## config.mk

```make
export PLATFORM = sky130hd
export DESIGN_NAME = seven_segment_scan_controller_flat
export DESIGN_NICKNAME = d
export VERILOG_FILES = /design/src/rtl/seven_segment_scan_controller_if.sv /design/src/rtl/seven_segment_scan_controller.sv /design/src/flat_wrapper.sv
export SDC_FILE = /design/constraint.sdc
export NUM_CORES = 1
export LEC_CHECK = 0
export CORE_UTILIZATION = 50
export CTS_CLUSTER_SIZE = 30
export DETAILED_ROUTE_END_ITERATION = 10
export PLACE_DENSITY = 0.72
export SLEW_MARGIN = 20
export SYNTH_ARGS = -nofsm -noshare
export SYNTH_HDL_FRONTEND = slang
export SYNTH_SLANG_ARGS = --single-unit
```

## constraint.sdc

```tcl
create_clock -name clk -period 4.1 [get_ports clk]
set_clock_uncertainty 0.15 [all_clocks]
set_input_delay 1.23 -clock clk [delete_from_list [all_inputs] [get_ports clk]]
set_output_delay 1.23 -clock clk [all_outputs]
set_load 0.005 [all_outputs]
```

## src/rtl/seven_segment_scan_controller_if.sv

```systemverilog
// Bundle between the seven-segment interface block and the scan controller:
// packed digit codes and dot enables in, multiplexed display drive out.
interface seven_segment_scan_controller_if;
    logic        en;
    logic [31:0] digit;
    logic [7:0]  en_dot;
    logic [7:0]  an;
    logic [6:0]  seg;
    logic        dp;
    logic        frame_done;

    // Producer side: supplies codes and enable, observes the display drive.
    modport master (
        output en,
        output digit,
        output en_dot,
        input  an,
        input  seg,
        input  dp,
        input  frame_done
    );

    // Scan controller side.
    modport slave (
        input  en,
        input  digit,
        input  en_dot,
        output an,
        output seg,
        output dp,
        output frame_done
    );
endinterface

```

## src/rtl/seven_segment_scan_controller.sv

```systemverilog
// Time-multiplexed scan controller for an 8-digit common-anode seven-segment
// display. A snapshot of the digit codes and dot enables is taken once per
// frame so a frame never mixes old and new values; each digit slot starts with
// a dark interval so the anode switch never overlaps a cathode change.
module seven_segment_scan_controller #(
    parameter int SLOT_CYC  = 100000,
    parameter int BLANK_CYC = 2000
) (
    input  logic                         clk,
    input  logic                         rst,
    seven_segment_scan_controller_if.slave bus
);

    localparam int CW = (SLOT_CYC > 2) ? $clog2(SLOT_CYC) : 1;

    // Counter landmarks within a slot.
    localparam logic [CW-1:0] CNT_BLANK_LAST = CW'(BLANK_CYC - 1);
    localparam logic [CW-1:0] CNT_SLOT_LAST  = CW'(SLOT_CYC - 1);

    // Dark drive levels (all active-low lines released).
    localparam logic [7:0] AN_DARK  = 8'hFF;
    localparam logic [6:0] SEG_DARK = 7'h7F;

    typedef enum logic [1:0] {
        OFF   = 2'd0,
        LOAD  = 2'd1,
        BLANK = 2'd2,
        SHOW  = 2'd3
    } state_t;

    state_t      state;
    logic [2:0]  idx;
    logic [CW-1:0] cnt;
    logic [31:0] snap_digit;
    logic [7:0]  snap_dot;

    logic [7:0]  an;
    logic [6:0]  seg;
    logic        dp;
    logic        frame_done;

    // Per-digit view of the snapshot and the lit pattern for the current slot.
    logic [3:0]  snap_code [8];
    logic [6:0]  snap_seg  [8];
    logic [7:0]  lit_an;
    logic [6:0]  lit_seg;
    logic        lit_dp;

    // 4-bit code to active-low {g,f,e,d,c,b,a}; code F blanks the segments.
    function automatic logic [6:0] decode(input logic [3:0] code);
        logic [6:0] pattern;
        case (code)
            4'h0:    pattern = 7'h40;
            4'h1:    pattern = 7'h79;
            4'h2:    pattern = 7'h24;
            4'h3:    pattern = 7'h30;
            4'h4:    pattern = 7'h19;
            4'h5:    pattern = 7'h12;
            4'h6:    pattern = 7'h02;
            4'h7:    pattern = 7'h78;
            4'h8:    pattern = 7'h00;
            4'h9:    pattern = 7'h10;
            4'hA:    pattern = 7'h08;
            4'hB:    pattern = 7'h03;
            4'hC:    pattern = 7'h46;
            4'hD:    pattern = 7'h21;
            4'hE:    pattern = 7'h06;
            default: pattern = SEG_DARK;
        endcase
        return pattern;
    endfunction

    // Slice the snapshot into per-digit codes and pre-decode each one.
    genvar gi;
    generate
        for (gi = 0; gi < 8; gi++) begin : g_digit
            assign snap_code[gi] = snap_digit[4*gi +: 4];
            assign snap_seg[gi]  = decode(snap_code[gi]);
        end
    endgenerate

    // Drive pattern for the slot selected by idx; only registered state feeds it.
    always_comb begin
        lit_an  = ~(8'b1 << idx);
        lit_seg = snap_seg[idx];
        lit_dp  = ~snap_dot[idx];
    end

    // Scan FSM; outputs are registered alongside the state they belong to.
    always_ff @(posedge clk or posedge rst) begin
        if (rst) begin
            state      <= OFF;
            idx        <= 3'd0;
            cnt        <= '0;
            snap_digit <= 32'hFFFF_FFFF;
            snap_dot   <= 8'h00;
            an         <= AN_DARK;
            seg        <= SEG_DARK;
            dp         <= 1'b1;
            frame_done <= 1'b0;
        end else begin
            // Dark and no pulse unless the next state says otherwise.
            an         <= AN_DARK;
            seg        <= SEG_DARK;
            dp         <= 1'b1;
            frame_done <= 1'b0;

            if (!bus.en) begin
                // Disable wins from any state, including LOAD: no snapshot,
                // no end-of-frame pulse, scan restarts from digit 0 later.
                state <= OFF;
                idx   <= 3'd0;
                cnt   <= '0;
            end else begin
                case (state)
                    OFF: begin
                        state <= LOAD;
                        idx   <= 3'd0;
                        cnt   <= '0;
                    end

                    LOAD: begin
                        state      <= BLANK;
                        idx        <= 3'd0;
                        cnt        <= '0;
                        snap_digit <= bus.digit;
                        snap_dot   <= bus.en_dot;
                    end

                    BLANK: begin
                        cnt <= cnt + 1'b1;
                        if (cnt == CNT_BLANK_LAST) begin
                            state <= SHOW;
                            an    <= lit_an;
                            seg   <= lit_seg;
                            dp    <= lit_dp;
                        end
                    end

                    SHOW: begin
                        if (cnt == CNT_SLOT_LAST) begin
                            cnt <= '0;
                            if (idx == 3'd7) begin
                                // Frame complete: re-snapshot and flag it.
                                state      <= LOAD;
                                idx        <= 3'd0;
                                frame_done <= 1'b1;
                            end else begin
                                state <= BLANK;
                                idx   <= idx + 3'd1;
                            end
                        end else begin
                            cnt <= cnt + 1'b1;
                            an  <= lit_an;
                            seg <= lit_seg;
                            dp  <= lit_dp;
                        end
                    end

                    default: begin
                        state <= OFF;
                        idx   <= 3'd0;
                        cnt   <= '0;
                    end
                endcase
            end
        end
    end

    assign bus.an         = an;
    assign bus.seg        = seg;
    assign bus.dp         = dp;
    assign bus.frame_done = frame_done;

endmodule

```

## src/flat_wrapper.sv

```systemverilog
// flat-port wrapper written by rule: the top's interface ports become plain ports
module seven_segment_scan_controller_flat 
#(
    parameter int SLOT_CYC  = 100000,
    parameter int BLANK_CYC = 2000
)
  (clk, rst, bus_en, bus_digit, bus_en_dot, bus_an, bus_seg, bus_dp, bus_frame_done);
  seven_segment_scan_controller_if bus_i ();
  input  logic clk;
  input  logic rst;
  input wire logic [$bits(bus_i.en)-1:0] bus_en;
  input wire logic [$bits(bus_i.digit)-1:0] bus_digit;
  input wire logic [$bits(bus_i.en_dot)-1:0] bus_en_dot;
  output wire logic [$bits(bus_i.an)-1:0] bus_an;
  output wire logic [$bits(bus_i.seg)-1:0] bus_seg;
  output wire logic [$bits(bus_i.dp)-1:0] bus_dp;
  output wire logic [$bits(bus_i.frame_done)-1:0] bus_frame_done;
  assign bus_i.en = bus_en;
  assign bus_i.digit = bus_digit;
  assign bus_i.en_dot = bus_en_dot;
  assign bus_an = bus_i.an;
  assign bus_seg = bus_i.seg;
  assign bus_dp = bus_i.dp;
  assign bus_frame_done = bus_i.frame_done;
  seven_segment_scan_controller #(.SLOT_CYC(SLOT_CYC), .BLANK_CYC(BLANK_CYC)) u_core (.clk(clk), .rst(rst), .bus(bus_i));
endmodule
```

Yosys cells after proc, flatten, opt, wreduce, memory -nomap -nowiden
Memories as Yosys holds them, arrays and structs flattened.
Index checks and enable logic that the tools add are counted.
{"block": "totals", "regBits": 79, "latchBits": 0, "ramBits": 0, "romBits": 896, "output_inout_bits": 17, "memories": 8}
{"block": "op_classes", "n_addsub": 2, "n_mul": 0, "div": 0, "order_cmp": 2, "eq_ne": 9, "shifts": 1, "n_mux": 33, "bitwise_logic": 3, "n_reduce_logical": 5}
{"name": "(no name shown)", "words": 16, "width": 7, "rd": 1, "rd_clocked_by_memory_dff": 0, "wr": 0, "line_no": "seven_segment_scan_controller.sv:52", "rtl": "case (code)"}
{"name": "(no name shown)", "words": 16, "width": 7, "rd": 1, "rd_clocked_by_memory_dff": 0, "wr": 0, "line_no": "seven_segment_scan_controller.sv:52"}
{"name": "(no name shown)", "words": 16, "width": 7, "rd": 1, "rd_clocked_by_memory_dff": 0, "wr": 0, "line_no": "seven_segment_scan_controller.sv:52"}
{"name": "(no name shown)", "words": 16, "width": 7, "rd": 1, "rd_clocked_by_memory_dff": 0, "wr": 0, "line_no": "seven_segment_scan_controller.sv:52"}
{"name": "(no name shown)", "words": 16, "width": 7, "rd": 1, "rd_clocked_by_memory_dff": 0, "wr": 0, "line_no": "seven_segment_scan_controller.sv:52"}
{"name": "(no name shown)", "words": 16, "width": 7, "rd": 1, "rd_clocked_by_memory_dff": 0, "wr": 0, "line_no": "seven_segment_scan_controller.sv:52"}
{"name": "2 more memories"}
{"op": "$pmux W17 S3", "n": 1}
{"op": "$mux W7", "n": 5}
{"op": "$mux W17", "n": 2}
{"op": "$mux W8", "n": 3}
{"op": "$bmux W7 S3", "n": 1}
{"op": "$add A17 B1 Y17 const B", "n": 1}
{"op": "$eq A17 B11 Y1 const B", "n": 1}
{"op": "$eq A17 B17 Y1 const B", "n": 1}
{"op": "$pmux W8 S2", "n": 1}
{"op": "$pmux W7 S2", "n": 1}
{"op": "$mux W3", "n": 3}
{"op": "$ne A3 B2 Y1 const B", "n": 3}
{"op": "$mux W1", "n": 8}
{"op": "$mux W2", "n": 4}
{"op": "$not A8 Y8", "n": 1}
{"op": "$pmux W2 S4", "n": 1}
{"op": "$shl A1 B3 Y8 const A", "n": 1}
{"op": "$pmux W3 S2", "n": 1}
{"op": "$reduce_and A2 Y1", "n": 3}
{"op": "$eq A2 B2 Y1 const B", "n": 2}
{"op": "$ge A4 B4 Y1 const B", "n": 1}
{"op": "$lt A3 B4 Y1 const B", "n": 1}
{"op": "$not A3 Y4", "n": 1}
{"op": "$add A3 B1 Y3 const B", "n": 1}
{"op": "7 further kinds", "n": 7}

Longest topological paths before layout
{"block": "depth", "ltp_word": 7, "mapped_depth": 9}

Worst setup path after synthesis
Ideal clock, no wire load.
{"block": "synth_path", "path_type": "input -> register", "start": "input bus_en", "end": "register u_core.seg[1], in the netlist u_core.bus.seg[1]", "setup_time_ps": 76, "arrival_time_ps": 2132, "slack_ps": 1741, "cell_stages": 5, "path_buffers": 1, "cell_sequence": "and2_1 -> a32o_1 -> buf_6 -> and2_4 -> a22oi_2"}
{"block": "synth_via", "elab_chain_cells": 1}
{"element": "start: declaration", "line_no": "flat_wrapper.sv:11", "rtl": "input wire logic [$bits(bus_i.en)-1:0] bus_en;"}
{"element": "$mux W7", "line_no": "seven_segment_scan_controller.sv:108", "rtl": "if (!bus.en) begin"}
{"element": "end signal: assignment", "line_no": "seven_segment_scan_controller.sv:135", "rtl": "seg <= lit_seg;"}
{"element": "end signal: assignment", "line_no": "seven_segment_scan_controller.sv:155", "rtl": "seg <= lit_seg;"}
{"element": "end: declaration", "line_no": "seven_segment_scan_controller.sv:38", "rtl": "logic [6:0] seg;"}
No other way between the ends.
A chain may end at the register's enable or synchronous reset.

Final worst setup path
{"block": "layout_path", "start": "register u_core.seg[1], in the netlist u_core.bus.seg[1]", "end": "output bus_seg[1]"}
{"element": "end: declaration", "line_no": "flat_wrapper.sv:15", "rtl": "output wire logic [$bits(bus_i.seg)-1:0] bus_seg;"}
No word-level cell between the ends.

==> flow_summary.json <==
{
  "outcome": "completed",
  "rsz0062_at_grt": "no",
  "ant_nets": 0,
  "grt_use_total_pct": 22.35,
  "period_share_pct": 67.16,
  "antenna_found_initial": 0,
  "dp_cells": 697,
  "num_rows": 38,
  "crit_path_max_incr_delay_ns": 0.52,
  "crit_buf_inv": 1,
  "yosysTopAreaCellShare_pct": 22.06,
  "critPathRequiredTime_ns": 2.72,
  "drv_slew": 0,
  "num-nets-final": 666,
  "arrival_ns": 1.37,
  "max_slew.worst_pin.slew_ns": 0.7782,
  "yosys_warnings": 0,
  "clkSinkCount": 79,
  "synth-edff-count": 0,
  "setup_violations": 0,
  "routed_wirelength_um": 12480,
  "clkSlewWorstSetupHoldPaths_ns": 0.06,
  "r2r_slack_ns": 1.68,
  "synth_ff_type": "dfstp_2",
  "worstHoldStart": "u_core.cnt[0]",
  "hold_buffers": 0,
  "multi_input_area_um2": 3377,
  "power_density_nw_per_um2": 535.8,
  "rr_worst_depth": 5,
  "synth_seq_cells": 79,
  "h-tree-depth": 3,
  "clockRootBuffer": "clkbuf_16",
  "vias": 4248,
  "power_mw": 3.570,
  "start_kind": "register",
  "fin_util_pct": 60.66,
  "p_seq_share_pct": 38.4,
  "drc": 0,
  "synth_cell_type_count": 60,
  "synthArstFlopShare_pct": 100.0,
  "path_max_fanout": 1,
  "critPathKind": "reg -> out",
  "regArea_um2": 2037,
  "cts_tree": "yes",
  "synthCells": 529,
  "synth_fp_nets": 627,
  "gr-usage-met1_pct": 30.92,
  "diodes": 0,
  "num_io_pins": 60,
  "wl_per_cell_um": 17.51,
  "endpoint_kind": "output pin",
  "clk_path_buf_depth": 2,
  "synth_largest_area_cell": "dfstp_2",
  "cp.depth": 1,
  "cp_top_family": "flip-flops",
  "netlist_area_um2": 5718,
  "relSlewSlack_pct": 48.12,
  "grt_pass1_wl_um": 20330,
  "die_area_um2": 11870,
  "maxCapViolations": 0,
  "cts_inserted_buffers": 9,
  "stdcell_area_um2": 6663,
  "gp_congestion": 0.8928,
  "slowest_stage": "dfstp_2",
  "timing.rr.start": "u_core.idx[1]",
  "path_cells": "clkdlybuf4s50_1",
  "die_h_um": 108.9,
  "dp_hpwl_um": 8969,
  "drtIter0Drc": 292,
  "gr-usage-met2_pct": 33.92,
  "fillers": 906,
  "hold_viol_final": 0,
  "max_freq_mhz": 363.2,
  "ctsResizeCount": 0,
  "port_buffers": 59,
  "layout_setup_ws_ns": 1.346,
  "grt_max_degree": 53,
  "synth.yosys.seq_area_share_pct": 35.62,
  "post-cts-setup-buffers": 0,
  "hold_class": "reg -> reg",
  "use_met3_pct": 4.483,
  "viasPerCell": 5.958,
  "instances_no_fill": 713,
  "start_util_pct": 52.06,
  "comb_power_share_pct": 37.7,
  "busiest_layer": "met2",
  "grt_pass1_vias": 4100,
  "clk_latency_ns": 0.34,
  "hold_depth": 1,
  "dpl_cell_area_um2": 6342,
  "die-width_um": 108.9,
  "critical_path.startpoint": "u_core.bus.seg[1]",
  "p_int_mw": 2.311,
  "finalSetupTns_ns": 0,
  "area_delta_synth_final_pct": 16.52,
  "p_switching_mw": 1.259,
  "synth.area.top_cells": "dfstp_2, dfrtp_1, ha_1, mux2_2, mux4_2",
  "power.leakage_nw": 2.717,
  "finalCriticalPeriod_ns": 2.754,
  "grt_overflow_total": 0,
  "final_layout_size_suffix_gt1_share_pct": 26.00,
  "core_um2": 10980,
  "p_sw_share_pct": 35.27,
  "ir_drop_mv": 0.3027,
  "pre_cts_ws_ns": 1.059,
  "syn_avg_cell_area_um2": 10.81,
  "dr.pass1.iters": 5,
  "p_clk_share_pct": 23.9,
  "timing.hold.ws_ns": 0.3449
}
[worst paths after layout]
path,endpoint
setup / recovery,bus_seg[1]
hold / removal,u_core.cnt[0]
setup reg to reg,u_core.bus.seg[0]
hold reg to reg,u_core.cnt[0]
max in group asynchronous,u_core.bus.seg[2]
min in group asynchronous,u_core.snap_dot[1]
[registers in the layout, indices dropped and copies added, names as in the netlist]
signal / flops
u_core.snap_dot: 8
u_core.bus.frame_done: 1
u_core.cnt: 17
u_core.snap_digit: 32
u_core.bus.dp: 1
u_core.bus.seg: 7
u_core.state: 2
u_core.bus.an: 8
u_core.idx: 3
[power groups by stage]
stage | clock [mW] | combinational [mW] | sequential, mW
floorplan | 0 | 1.20 | 1.16
global placement | 0 | 1.27 | 1.36
detailed placement | 0 | 1.33 | 1.38
CTS | 0.869 | 1.34 | 1.37
global route | 0.910 | 1.46 | 1.42
finish | 0.854 | 1.34 | 1.37
[cell usage in the layout, fill, tap and decap left out, types with 19 or more instances in the layout]
cell             netlist  routed
mux4_2                22      22
clkdlybuf4s50_1        0      59
a21oi_1               19      19
inv_1                 33      32
dfstp_2               48      48
mux2_2                52      52
nor2_1                41      41
nand2_1               31      31
ha_1                  55      55
dfrtp_1               31      31
[per-layer routing]
metal	wire length, µm	vias to the layer above	share of wire, %
li1	-	1997	-
met1	5724	2086	46
met2	5725	139	46
met3	700	26	5.6
met4	333	0	2.7
met5	0	-	0
[final cells by class]
cell class / count / share of cell area, %
inverter: 34 / 1.915
multi-input combinational: 382 / 50.69
sequential: 79 / 30.57
timing repair buffer: 62 / 9.390
clock buffer: 12 / 4.019
clock inverter: 4 / 0.7887
tap: 140 / 2.629
[synth_stat cells, types with 4 or more instances]
library cell,instances
ha_1,55
mux2_2,52
dfstp_2,48
nor2_1,41
inv_1,33
dfrtp_1,31
nand2_1,31
mux4_2,22
a21oi_1,19
clkbuf_1,14
buf_2,11
nor2b_1,11
nor3_1,11
mux2i_1,10
a211oi_1,8
o21ai_0,8
xnor2_1,8
a221oi_1,7
and3_1,7
nand3_1,7
nand4_1,7
xor2_1,7
a31oi_1,6
a32oi_1,6
nand2b_1,6
buf_1,5
a221o_1,4
o211ai_1,4
o311ai_0,4
[kinds of logic after synthesis]
| family | count (synthesis) | share of synthesized area (%) |
|---|---|---|
| simple gates | 138 | 12.63 |
| compound gates | 90 | 11.44 |
| mux | 84 | 20.66 |
| flops | 79 | 35.62 |
| buf+inv | 68 | 5.317 |
| fa+ha+maj | 55 | 12.04 |
| xor+xnor | 15 | 2.298 |
(Power assumes the default switching activity.)
